### src/rtl/hdmi_period_scheduler.sv
// Per-pixel period sequencer for the TMDS encoders: control, video and data-island
// periods, island packet handshake, and serializer reset release.
module hdmi_period_scheduler #(
  parameter int DVI_OUTPUT       = 0,
  parameter int FRAME_WIDTH      = 800,
  parameter int FRAME_HEIGHT     = 525,
  parameter int SCREEN_START_X   = 160,
  parameter int SCREEN_START_Y   = 45,
  parameter int MAX_PACKETS      = 18,
  parameter int SER_RESET_CYCLES = 4
) (
  input  logic        clk_pixel,
  input  logic        reset,
  input  logic [11:0] cx,
  input  logic [10:0] cy,
  input  logic        packet_valid,
  output logic        packet_ack,
  output logic [4:0]  packet_word,
  output logic [2:0]  mode,
  output logic        ser_reset
);

  typedef enum logic [2:0] {
    IDLE   = 3'd0,
    PRE    = 3'd1,
    LGUARD = 3'd2,
    DATA   = 3'd3,
    TGUARD = 3'd4
  } island_state_t;

  localparam logic [12:0] FW_W      = 13'(FRAME_WIDTH);
  localparam logic [11:0] FH_W      = 12'(FRAME_HEIGHT);
  localparam logic [12:0] START_X_W = 13'(SCREEN_START_X);
  localparam logic [11:0] START_Y_W = 12'(SCREEN_START_Y);
  localparam logic [12:0] GUARD_X_W = 13'(SCREEN_START_X - 2);
  localparam logic [12:0] PRE_X_W   = 13'(SCREEN_START_X - 10);
  localparam logic [4:0]  MAX_P_W   = 5'(MAX_PACKETS);
  localparam logic        ISLAND_EN = (DVI_OUTPUT == 0);
  localparam int          SRW       = $clog2(SER_RESET_CYCLES + 1);
  localparam logic [SRW-1:0] SR_MAX = SRW'(SER_RESET_CYCLES);

  island_state_t  st_r, st_s;
  logic [4:0]     cnt_r, cnt_s;
  logic [4:0]     pkts_r, pkts_s;
  logic           cont_r, cont_s;
  logic [2:0]     gap_r, gap_s;
  logic [2:0]     mode_s;
  logic [SRW-1:0] ser_cnt_r;
  logic [12:0]    cx_w;
  logic [11:0]    cy_w;
  logic           in_range_s;
  logic           start_ok_s;

  assign cx_w = {1'b0, cx};
  assign cy_w = {1'b0, cy};

  // Serializer reset: held through reset, released SER_RESET_CYCLES cycles later.
  always_ff @(posedge clk_pixel) begin
    if (reset) begin
      ser_cnt_r <= '0;
      ser_reset <= 1'b1;
    end else begin
      if (ser_cnt_r != SR_MAX) begin
        ser_cnt_r <= ser_cnt_r + SRW'(1);
      end
      ser_reset <= (ser_cnt_r < SR_MAX);
    end
  end

  // Island state of the current pixel plus the mode it maps to.
  always_comb begin
    st_s       = st_r;
    cnt_s      = cnt_r;
    pkts_s     = pkts_r;
    cont_s     = 1'b0;
    gap_s      = gap_r;
    mode_s     = 3'd0;
    in_range_s = (cx_w < FW_W) && (cy_w < FH_W);
    // gap_r counts control pixels since the last trailing guard, saturating at 4
    start_ok_s = packet_valid && ISLAND_EN && (cx_w >= 13'd2) &&
                 (cx_w + 13'd56 <= PRE_X_W) && (gap_r == 3'd4);
    case (st_r)
      IDLE: begin
        cnt_s = 5'd0;
        if (start_ok_s) st_s = PRE;
        else            st_s = IDLE;
      end
      PRE: begin
        if (cnt_r == 5'd7) begin st_s = LGUARD; cnt_s = 5'd0; end
        else               cnt_s = cnt_r + 5'd1;
      end
      LGUARD: begin
        if (cnt_r == 5'd1) begin st_s = DATA; cnt_s = 5'd0; pkts_s = 5'd1; end
        else               cnt_s = cnt_r + 5'd1;
      end
      DATA: begin
        if (cnt_r == 5'd31) begin
          cnt_s = 5'd0;
          if (cont_r) begin st_s = DATA;   pkts_s = pkts_r + 5'd1; end
          else        begin st_s = TGUARD; end
        end else begin
          cnt_s = cnt_r + 5'd1;
        end
      end
      TGUARD: begin
        if (cnt_r == 5'd1) begin st_s = IDLE; cnt_s = 5'd0; end
        else               cnt_s = cnt_r + 5'd1;
      end
      default: begin
        st_s  = IDLE;
        cnt_s = 5'd0;
      end
    endcase
    if (!in_range_s) begin
      st_s  = IDLE;
      cnt_s = 5'd0;
    end else begin
      cnt_s = cnt_s;
    end
    if (st_s == IDLE) begin
      if (st_r != IDLE)        gap_s = 3'd1;
      else if (gap_r < 3'd4)   gap_s = gap_r + 3'd1;
      else                     gap_s = 3'd4;
    end else begin
      gap_s = gap_r;
    end
    // Continuation is decided on word 31 and applied on the following pixel
    if (st_s == DATA && cnt_s == 5'd31) begin
      cont_s = packet_valid && (pkts_s < MAX_P_W) && (cx_w + 13'd47 <= PRE_X_W);
    end else begin
      cont_s = 1'b0;
    end
    case (st_s)
      PRE:     mode_s = 3'd4;
      LGUARD:  mode_s = 3'd5;
      DATA:    mode_s = 3'd6;
      TGUARD:  mode_s = 3'd5;
      default: begin
        if (in_range_s && cy_w >= START_Y_W) begin
          if (cx_w >= START_X_W)                   mode_s = 3'd3;
          else if (ISLAND_EN && cx_w >= GUARD_X_W) mode_s = 3'd2;
          else if (ISLAND_EN && cx_w >= PRE_X_W)   mode_s = 3'd1;
          else                                     mode_s = 3'd0;
        end else begin
          mode_s = 3'd0;
        end
      end
    endcase
  end

  // Island state register and registered outputs.
  always_ff @(posedge clk_pixel) begin
    if (reset) begin
      st_r        <= IDLE;
      cnt_r       <= 5'd0;
      pkts_r      <= 5'd0;
      cont_r      <= 1'b0;
      gap_r       <= 3'd4;
      mode        <= 3'd0;
      packet_ack  <= 1'b0;
      packet_word <= 5'd0;
    end else begin
      st_r        <= st_s;
      cnt_r       <= cnt_s;
      pkts_r      <= pkts_s;
      cont_r      <= cont_s;
      gap_r       <= gap_s;
      mode        <= mode_s;
      packet_ack  <= (st_s == DATA) && (cnt_s == 5'd0);
      packet_word <= (st_s == DATA) ? cnt_s : 5'd0;
    end
  end

endmodule

### config.mk
export PLATFORM = sky130hd
export DESIGN_NAME = hdmi_period_scheduler
export DESIGN_NICKNAME = d
export VERILOG_FILES = /design/src/rtl/hdmi_period_scheduler.sv
export SDC_FILE = /design/constraint.sdc
export NUM_CORES = 1
export LEC_CHECK = 0
export ABC_AREA = 1
export CAP_MARGIN = 15
export CORE_MARGIN = 2
export CORE_UTILIZATION = 42
export CTS_CLUSTER_SIZE = 30
export DETAILED_ROUTE_END_ITERATION = 10
export PLACE_DENSITY_LB_ADDON = 0.15
export SKIP_CTS_REPAIR_TIMING = 1
export SLEW_MARGIN = 5
export SYNTH_ARGS = -nofsm -noshare
export SYNTH_HDL_FRONTEND = slang
export SYNTH_SLANG_ARGS = --single-unit
### constraint.sdc
create_clock -name clk_pixel -period 1.9 [get_ports clk_pixel]
set_input_delay 0.285 -clock clk_pixel [delete_from_list [all_inputs] [get_ports clk_pixel]]
set_output_delay 0.285 -clock clk_pixel [all_outputs]
set_load 0.03 [all_outputs]
==> impl_metrics.tcl <==
set metrics [dict create \
    finalCriticalPeriod_ps 1810 \
    synth_cells 335 \
    cts_tree "built" \
    postSynthNetCount 371 \
    start_kind "flip-flop" \
    die_w_um 74.8 \
    yosys_warnings 0 \
    post-route-util_pct 66.8 \
    netlist_area_um2 2100 \
    vias_per_cell 4.74 \
    crit_fanout 5 \
    dieArea_um2 5590 \
    drive_gt1_share_pct 28.8 \
    wire_per_inst_um 11.2 \
    numCtsBuffers 5 \
    min_from "ser_cnt_r[2]" \
    placementRows 25 \
    synth.avg_cell_area_um2 6.28 \
    dp_hpwl_um 4220 \
    wirelength_um 5510 \
    synth_cell_types 31 \
    post-route-drc-count 0 \
    grt_pass1_vias 2122 \
    crit_start "cnt_r[0]" \
    met3_length_um 156 \
    cts_buffer_depth 2 \
    max_freq_mhz 552 \
    gr-total-overflow 0 \
    drtIter0Drc 98 \
    met1_length_um 2670 \
    clkLatencyLatePin_ps 280 \
    cellPowerDensity_nw_per_um2 478 \
    die_y_um 74.8 \
    min_to "ser_reset" \
    grt_util_all_layers_pct 20.3 \
    cts_max_level 2 \
    top_layer "met4" \
    boundaryPins 36 \
    clock_skew_ps 2.25 \
    whs_ps 429 \
    initial_core_util_pct 43.9 \
    ff2ff_setup_slack_ps 90 \
    critPathKind "reg2reg" \
    grt_first_pass_wirelength_um 8940 \
    r2r-start "cnt_r[0]" \
    grt_max_degree 12 \
    place_area_um2 2860 \
    synth.area.top_cells "dfxtp_1 29%, nand2_1 13%, nor2_1 9.6%, inv_1 8.6%, nand3_1 7.1%" \
    core-area_um2 4790 \
    synth_top_area_cell "dfxtp_1" \
    cts_root_buffer "clkbuf_8" \
    status "finished, final reports clean" \
    rsz0062_at_grt "yes" \
    synth_top_area_share_pct 28.6 \
    reg2reg_depth 12 \
    cts.sinks 30 \
    final_nets 462 \
    hold_viol_final 0 \
    slew_violations 0 \
    final_cells 494 \
    drv_cap 0 \
    critPathArrivalTime_ps 2030 \
    required_ps 2110 \
    finalCritPeriodShare_pct 95.3 \
    synth-seq-cells 30 \
    gp_congestion 0.881 \
    endpoint_kind "flip-flop" \
    met2_wirelength_um 2630 \
    r2r-end "cont_r" \
    drt-pass1-iter-count 4 \
    worst_slew_pin_slew_ps 338 \
    relSlewSlack_pct 77.2 \
    p_leak_uw 0.00158 \
    final_area_um2 3200 \
    ant_nets 0 \
    via_count 2341 \
    clk_pin_slew_ps 60 \
    dpl.cell_count 478 \
    grt_antenna_before_repair 0 \
    ir_worst_vdd_mv 0.501 \
    hp-class "reg2reg" \
    holdPathStages 1 \
    area_delta_synth_final_pct 52.1 \
    yosysSeqAreaShare_pct 28.6 \
    antenna_cells 0 \
    portBuffers 35 \
    finalSetupViolations 0 \
]
worst max-delay path: stages, from the launching register on:
cell and delay [ps]:
dfxtp_4 360, ha_4 140, nand2_4 60, nor2_4 130, ha_4 170, nand2_4 80, nor3_4 230, nand3_2 110
o21ai_2 160, inv_1 60, nand2_2 70, nand3_2 60, nor2_1 110
flip-flops by register name, summed over array words and instances, names as in the netlist:
register     flops
cnt_r            5
packet_word      5
pkts_r           5
gap_r            3
mode             3
ser_cnt_r        3
st_r             3
cont_r           1
packet_ack       1
ser_reset        1
area by class of cell:
type	count	area, um2
clock inverter	1	5.00
tap	67	83.8
inverter	55	209
clock buffer	7	86.3
sequential	30	606
multi-input combinational	247	1450
timing repair buffer	87	761
fill	423	1590
how the worst max path moves through the flow:
stage,to,slack (ps),cells after the start
floorplan,cont_r,160,12
global placement,cont_r,-370,12
detailed placement,cont_r,-360,12
CTS,cont_r,-160,12
global route,cont_r,-50,12
finish,cont_r,90,12
Yosys cell counts:
library cell	n
xor2_1	4
nand4_1	10
nor3_1	7
o21ai_2	1
buf_2	1
xnor2_1	2
inv_1	48
nand2_1	73
dfxtp_1	30
clkinv_1	1
ha_1	10
o21ai_1	2
inv_2	6
nand3_1	30
clkbuf_1	2
o22ai_1	1
a31oi_1	1
o21ai_0	15
a211oi_1	1
or2_2	1
nor2_4	3
nor2_2	2
nand2_4	1
nand2_2	6
o21bai_1	1
a21oi_2	1
nand3_2	1
a21oi_1	10
nor2_1	54
nor3_2	6
nand3b_1	4
where the power goes:
group          internal, uW  switching [uW]  leakage, uW
clock                   292             234    0.0000482
sequential              661            24.4     0.000244
combinational           164             155      0.00129
per-layer routing:
| layer | vias up | GRT usage [%] |
|---|---|---|
| met4 | 0 | 5.36 |
| met3 | 8 | 4.28 |
| met1 | 1042 | 26.5 |
| li1 | 1260 | - |
| met2 | 31 | 34.1 |
| met5 | - | 0 |
metrics by stage:
step | setup TNS, ps | power [uW] | setup slack (ps)
2_1_floorplan | 0 | 854 | 162
3_3_place_gp | -1800 | 1000 | -367
3_5_place_dp | -2240 | 1010 | -356
4_1_cts | -201 | 1540 | -161
5_1_grt | -70.1 | 1620 | -54.8
6_report | 0 | 1530 | 89.1
cells by family after synthesis:
group	synth area share [%]
AOI/OAI and AO/OA	8.57
buffers and inverters	10.4
adders and majority gates	5.95
xor gates and xnor gates	2.50
and+or+nand+nor	44.0
DFF	28.6
cells in the final DEF (no fill, tap or decap), types with 7 or more instances in the layout:
cell type        instances
a21oi_1                  7
nand4_1                 10
nor2_2                   8
clkdlybuf4s50_1         30
o21ai_0                 13
nand2_2                 12
nand2_1                 65
nor2_1                  46
nand3_1                 25
inv_1                   45
dfxtp_1                 28
buf_4                   50
inv_2                    8
(Power assumes the default switching activity.)
